$ cat src/rtl/int_ctrl.sv
// int_ctrl: six-source level/edge interrupt controller feeding CP0 HWInt
module int_ctrl #(
  parameter int NSRC   = 6,
  parameter int LOST_W = 8
) (
  input  logic            clk,
  input  logic            reset,
  input  logic [NSRC-1:0] irq_src,
  input  logic            sel,
  input  logic            we,
  input  logic [2:0]      addr,
  input  logic [31:0]     wdata,
  output logic [31:0]     rdata,
  output logic [NSRC-1:0] hw_int
);
  logic [NSRC-1:0]   src_q, src_d;
  logic [NSRC-1:0]   pend_q, pend_d;
  logic [NSRC-1:0]   mask_q, mask_d;
  logic [NSRC-1:0]   mode_q, mode_d;
  logic [LOST_W-1:0] lost_q, lost_d;
  logic              wr;
  logic              overrun;
  logic [NSRC-1:0]   clr;
  logic [NSRC-1:0]   rise;
  logic [NSRC-1:0]   act;
  logic [2:0]        idx;
  // Next-state: a mode flip on a bit zeroes that pend bit, and a new edge beats a same-cycle clear
  always_comb begin
    wr      = sel & we;
    clr     = (wr && addr == 3'd3) ? wdata[NSRC-1:0] : '0;
    rise    = irq_src & ~src_q;
    src_d   = irq_src;
    mask_d  = (wr && addr == 3'd1) ? wdata[NSRC-1:0] : mask_q;
    mode_d  = (wr && addr == 3'd2) ? wdata[NSRC-1:0] : mode_q;
    pend_d  = ((mode_q & ((pend_q & ~clr) | rise)) | (~mode_q & irq_src)) & ~(mode_q ^ mode_d);
    overrun = |(rise & pend_q & ~clr & mode_q);
    lost_d  = (wr && addr == 3'd5) ? '0 : (overrun && !(&lost_q)) ? lost_q + 1'b1 : lost_q;
  end
  // Lowest-numbered enabled pending source wins the ID register
  always_comb begin
    act = pend_q & mask_q;
    idx = '0;
    for (int k = NSRC - 1; k >= 0; k--)
      if (act[k]) idx = 3'(k);
  end
  // Register read mux, purely combinational on addr
  always_comb begin
    rdata = '0;
    case (addr)
      3'd0: rdata = {{(32-NSRC){1'b0}}, pend_q};
      3'd1: rdata = {{(32-NSRC){1'b0}}, mask_q};
      3'd2: rdata = {{(32-NSRC){1'b0}}, mode_q};
      3'd4: rdata = {28'b0, |act, idx};
      3'd5: rdata = {{(32-LOST_W){1'b0}}, lost_q};
      default: rdata = '0;
    endcase
  end
  // State registers, all cleared by synchronous reset
  always_ff @(posedge clk) begin
    if (reset) begin
      src_q  <= '0;
      pend_q <= '0;
      mask_q <= '0;
      mode_q <= '0;
      lost_q <= '0;
    end else begin
      src_q  <= src_d;
      pend_q <= pend_d;
      mask_q <= mask_d;
      mode_q <= mode_d;
      lost_q <= lost_d;
    end
  end
  assign hw_int = pend_q & mask_q;
endmodule

$ cat config.mk
export PLATFORM = sky130hd
export DESIGN_NAME = int_ctrl
export DESIGN_NICKNAME = d
export VERILOG_FILES = /design/src/rtl/int_ctrl.sv
export SDC_FILE = /design/constraint.sdc
export NUM_CORES = 1
export LEC_CHECK = 0
export ABC_AREA = 1
export BUFFER_PORTS_ARGS = -buffer_cell sky130_fd_sc_hd__buf_2
export CAP_MARGIN = 40
export CORE_UTILIZATION = 30
export CTS_BUF_LIST = sky130_fd_sc_hd__clkbuf_8
export CTS_CLUSTER_SIZE = 12
export DETAILED_ROUTE_END_ITERATION = 7
export MAX_ROUTING_LAYER = met4
export PLACE_DENSITY = 0.67
export SYNTH_ARGS = -nofsm -noshare
export SYNTH_HDL_FRONTEND = slang
export SYNTH_SLANG_ARGS = --single-unit
$ cat constraint.sdc
create_clock -name clk -period 2.65 [get_ports clk]
set_clock_uncertainty 0.05 [all_clocks]
set_input_delay 0.1325 -clock clk [delete_from_list [all_inputs] [get_ports clk]]
set_output_delay 0.1325 -clock clk [all_outputs]
set_load 0.005 [all_outputs]
Word-level counts from Yosys, hierarchy flattened
Index checks and enable logic that the tools add are counted.

operators by class
  multiplexer cells = 9
  bitwise gates (word level) = 17
  reduce and logical (&&, ||, !) cells = 11
  equality and inequality tests = 5
  add/sub/neg operators = 1

operators by type and width
  operator                                                         number
  6-bit bitwise AND                                                9
  8-bit case mux with 5 select lines                               1
  6-bit inverter                                                   4
  3-bit two-way mux                                                6
  6-bit two-way mux                                                2
  6-bit bitwise OR                                                 2
  6-bit OR reduction                                               2
  8-bit by 1-bit adder with 8-bit output, second input constant    1
  8-bit AND reduction                                              1
  3-bit by 2-bit == test with 1-bit output, second input constant  2
  3-bit == test, second input constant                             2
  6-bit bitwise XOR                                                1
  1-bit logical AND                                                5
  3-bit by 1-bit == test with 1-bit output, second input constant  1
  3-bit zero test                                                  1
  2-bit OR reduction                                               1
  1-bit bitwise AND                                                1
  1-bit zero test                                                  1

word-level totals
  input bits = 45
  register bits = 32

Longest topological paths before layout
  word-level depth = 9
  mapped depth = 11
  depth with buffers taken out = 10

Least setup slack after synthesis
OpenSTA, ideal clock, no wires.

  path type = flip-flop to flip-flop
  from = register lost_q[0]
  to = register lost_q[3]
  stages on the path, launching flop included = 10
  clock period less this slack = 1532 ps
  setup slack = 1118 ps
  arrival time = 1412 ps
  required time = 2530 ps
  cell sequence = dfxtp_1 > ha_1 > nand2_1 > nor3_1 > nand3_1 > nand2_1 > inv_1 > nand2_1 > nand2_1 > a21oi_1

between the ends
  cells in the longest elaborated chain, start to end = 3

RTL lines
  element                                                                                         RTL line  RTL
  start, declared                                                                                 20        logic [LOST_W-1:0] lost_q, lost_d;
  start signal, assigned                                                                          71        lost_q <= lost_d;
  parallel branches: the longest is 3 deep, another holds 8-bit by 1-bit adder with 8-bit output  n/a

Several ways; the timed one is not identified.
A chain may end at the register's enable or synchronous reset.

Worst setup path in the final report
  from = register lost_q[1]
  to = register lost_q[5]

Same word-level chain as after synthesis.

==> qor.txt <==
Reg-to-Reg Start: lost_q[1]
Gate Count Post-Synth: 287
R2R Path End: lost_q[5]
MaxCap Viol Count: 0
Setup crit start: lost_q[1]
maximum VDD drop: 0.405 mV
Internal: 0.000855 W
R2R Setup Slk: 0.84 ns
Yosys cell types: 23
Setup WS post-layout: 0.845 ns
top cells by count, synth: 73 x nand2_1, 33 x inv_1, 32 x dfxtp_1
Place WS: 0.630 ns
DR pass1 iterations: 5
most frequent cell after synthesis: nand2_1
YS warnings: 0
status: complete, no violations
DR WL/cell: 11.9 µm
layout cell share with drive strength beyond 1: 13.6%
post-CTS setup buffers: 0
first-pass GRT wire length: 7.96 mm
drt drc: 0
Num CTS Buffers: 5
sw frac: 23.2%
HPWL after detailed placement: 3.52 mm
Via density: 4.82
vias in the first global route: 1726
Tcrit/Tclk final: 68.1%
Fin. Hold Viols: 0
Clock Pin Slew Worst Setup and Hold Paths: 0.07 ns
Final setup viols: 0
starting density of the core: 31.5%
PostCTS Resize Cnt: 0
DR iter-0 viols: 119
initial antenna violation count: 0
sequential power share: 45.2%
Placer Congestion: 0.923
antenna-violating nets left: 0
Mapped Area: 0.00189 mm²
core area: 0.00599 mm²
total power: 0.00111 W
WP data arrival: 1.97 ns
syn_area_per_cell: 6.58 µm²
Yosys top cell by area: dfxtp_1
CTS Root Cell: clkbuf_8
synthesized flop and latch total: 32
top cells by area, synth: dfxtp_1 34%, nand2_1 15%, buf_4 9.9%
row count: 28
largest net degree at the start of global routing: 26
Fmax achieved: 0.554 GHz
most common flop cell mapped by yosys: dfxtp_1
CP endpoint kind: flip-flop
hold slack: 0.0313 ns
Async SR Flop Fraction: 0%
DIE HEIGHT: 81.3 µm
vias: 1920
setup_tns: 0 ns
CP Capture Point: lost_q[5]
sequential share of the synthesized area: 33.9%
share of the synthesized area in the top cell type: 33.9%
Final min period: 1.81 ns
Syn-to-layout area delta: 14.7%
CTS Sinks: 32
fin nets: 368
die area: 0.00661 mm²
combinational share of power: 8.2%
Longest Clk Path Bufs: 2
RSZ-0062 raised after global routing: false
Finished Layout Cells: 398
Antenna Cells: 0
Clk pwr share: 46.6%
worst hold path type: primary input to flip-flop
GRT Residual Overflow: 0
actual slew at the worst max-slew pin: 0.760 ns
Worst EP required: 2.82 ns
placed insts: 390
CTS tree: done
sw power: 0.000258 W
H-Tree Depth: 2
Die X: 81.3 µm
Post-synth EDFFs: 0
Worst Path Max Fanout: 6
Slew Limit Fails: 0
Worst R2R Path Depth: 9
I/O Pins: 83
final WL: 4.74 mm
worst rel slew slack: 48.9%
P_leak: 0.973 nW
All-Layer GR Usage: 16.3%
clk_lat worst skew: 0.29 ns
PortBufs: 32
Hold-fix buffers, CTS: 0
Setup CP Type: flip-flop to flip-flop
power per cell area: 514 mW/mm²
Startpoint Class: flip-flop
-- metal layers --
layer / up-vias / track usage [%] / share of wire, %
met5: - / - / 0
met4: 0 / 6.61 / 1.2
met3: 5 / 3.37 / 5.5
met2: 81 / 25.0 / 46
met1: 865 / 20.8 / 47
li1: 969 / - / -
-- flip-flops by register name (all words and copies together) (netlist names) --
register  cells
lost_q        8
pend_q        6
mask_q        6
src_q         6
mode_q        6
-- power groups by stage --
| stage | clock [W] | combinational, W | sequential [W] |
|---|---|---|---|
| after detailed placement | 0 | 0.0000902 | 0.000514 |
| after floorplan | 0 | 0.0000795 | 0.000511 |
| final | 0.000519 | 0.0000914 | 0.000503 |
| after CTS | 0.000521 | 0.0000905 | 0.000503 |
| after global routing | 0.000562 | 0.000106 | 0.000505 |
| after global placement | 0 | 0.0000891 | 0.000513 |
-- layout make-up --
cell class | count | area, µm²
clock inverter | 1 | 30.0
clock buffer | 7 | 96.3
fill | 626 | 3820
multi-input combinational | 216 | 1010
tap | 75 | 93.8
sequential | 32 | 641
inverter | 33 | 124
timing repair buffer | 34 | 175
-- cell families (layout without fill, tap and decap cells) --
family,count (synthesis),in the layout,synth area share (%)
other,1,24,0.199
flip-flops,32,32,33.9
buffers and inverters,62,75,17.4
adder cells (fa/ha/maj),1,1,0.663
AND/OR/NAND/NOR,137,137,30.8
AO/OA/AOI/OAI,52,52,16.1
XOR/XNOR,2,2,0.928
-- worst min path at each step --
stage / start / to / slack [ns] / cells after the start
finish: irq_src[4] / src_q[4] / 0.03 / 3
global route: irq_src[4] / src_q[4] / 0.03 / 3
CTS: irq_src[4] / src_q[4] / 0.03 / 3
detailed placement: irq_src[4] / src_q[4] / 0.33 / 3
global placement: irq_src[5] / src_q[5] / 0.33 / 3
floorplan: irq_src[1] / src_q[1] / 0.22 / 2
-- cells in the final DEF, fill, tap and decap left out --
master	count
xor2_1	2
clkbuf_8	7
a221oi_1	1
o21ai_0	10
ha_1	1
nand2_1	73
bufinv_16	1
nand4_1	2
o2111ai_1	4
nor2_4	2
nor4_1	1
conb_1	24
inv_1	33
nor2_1	23
o41ai_1	1
buf_2	32
dfxtp_1	32
nor3_1	9
a31oi_1	1
a21oi_1	27
a22oi_1	2
buf_4	2
nand3_1	27
o211ai_1	6
-- worst max-delay path: stages, from the launching register on --
cell and delay, ns:
dfxtp_1 0.40, ha_1 0.21, nand2_1 0.08, nor3_1 0.27
nand3_1 0.26, nand2_1 0.18, nor2_1 0.07, nand2_1 0.07
nand2_1 0.05, a21oi_1 0.11
-- through the flow --
stage / utilization, % / area (µm²)
after floorplan: - / 1970
after global placement: 34.0 / 2040
after detailed placement: 34.0 / 2040
after CTS: 36.2 / 2170
after global routing: 36.2 / 2170
final: 36.2 / 2170
Note: power is estimated with default switching activity, not from simulation.
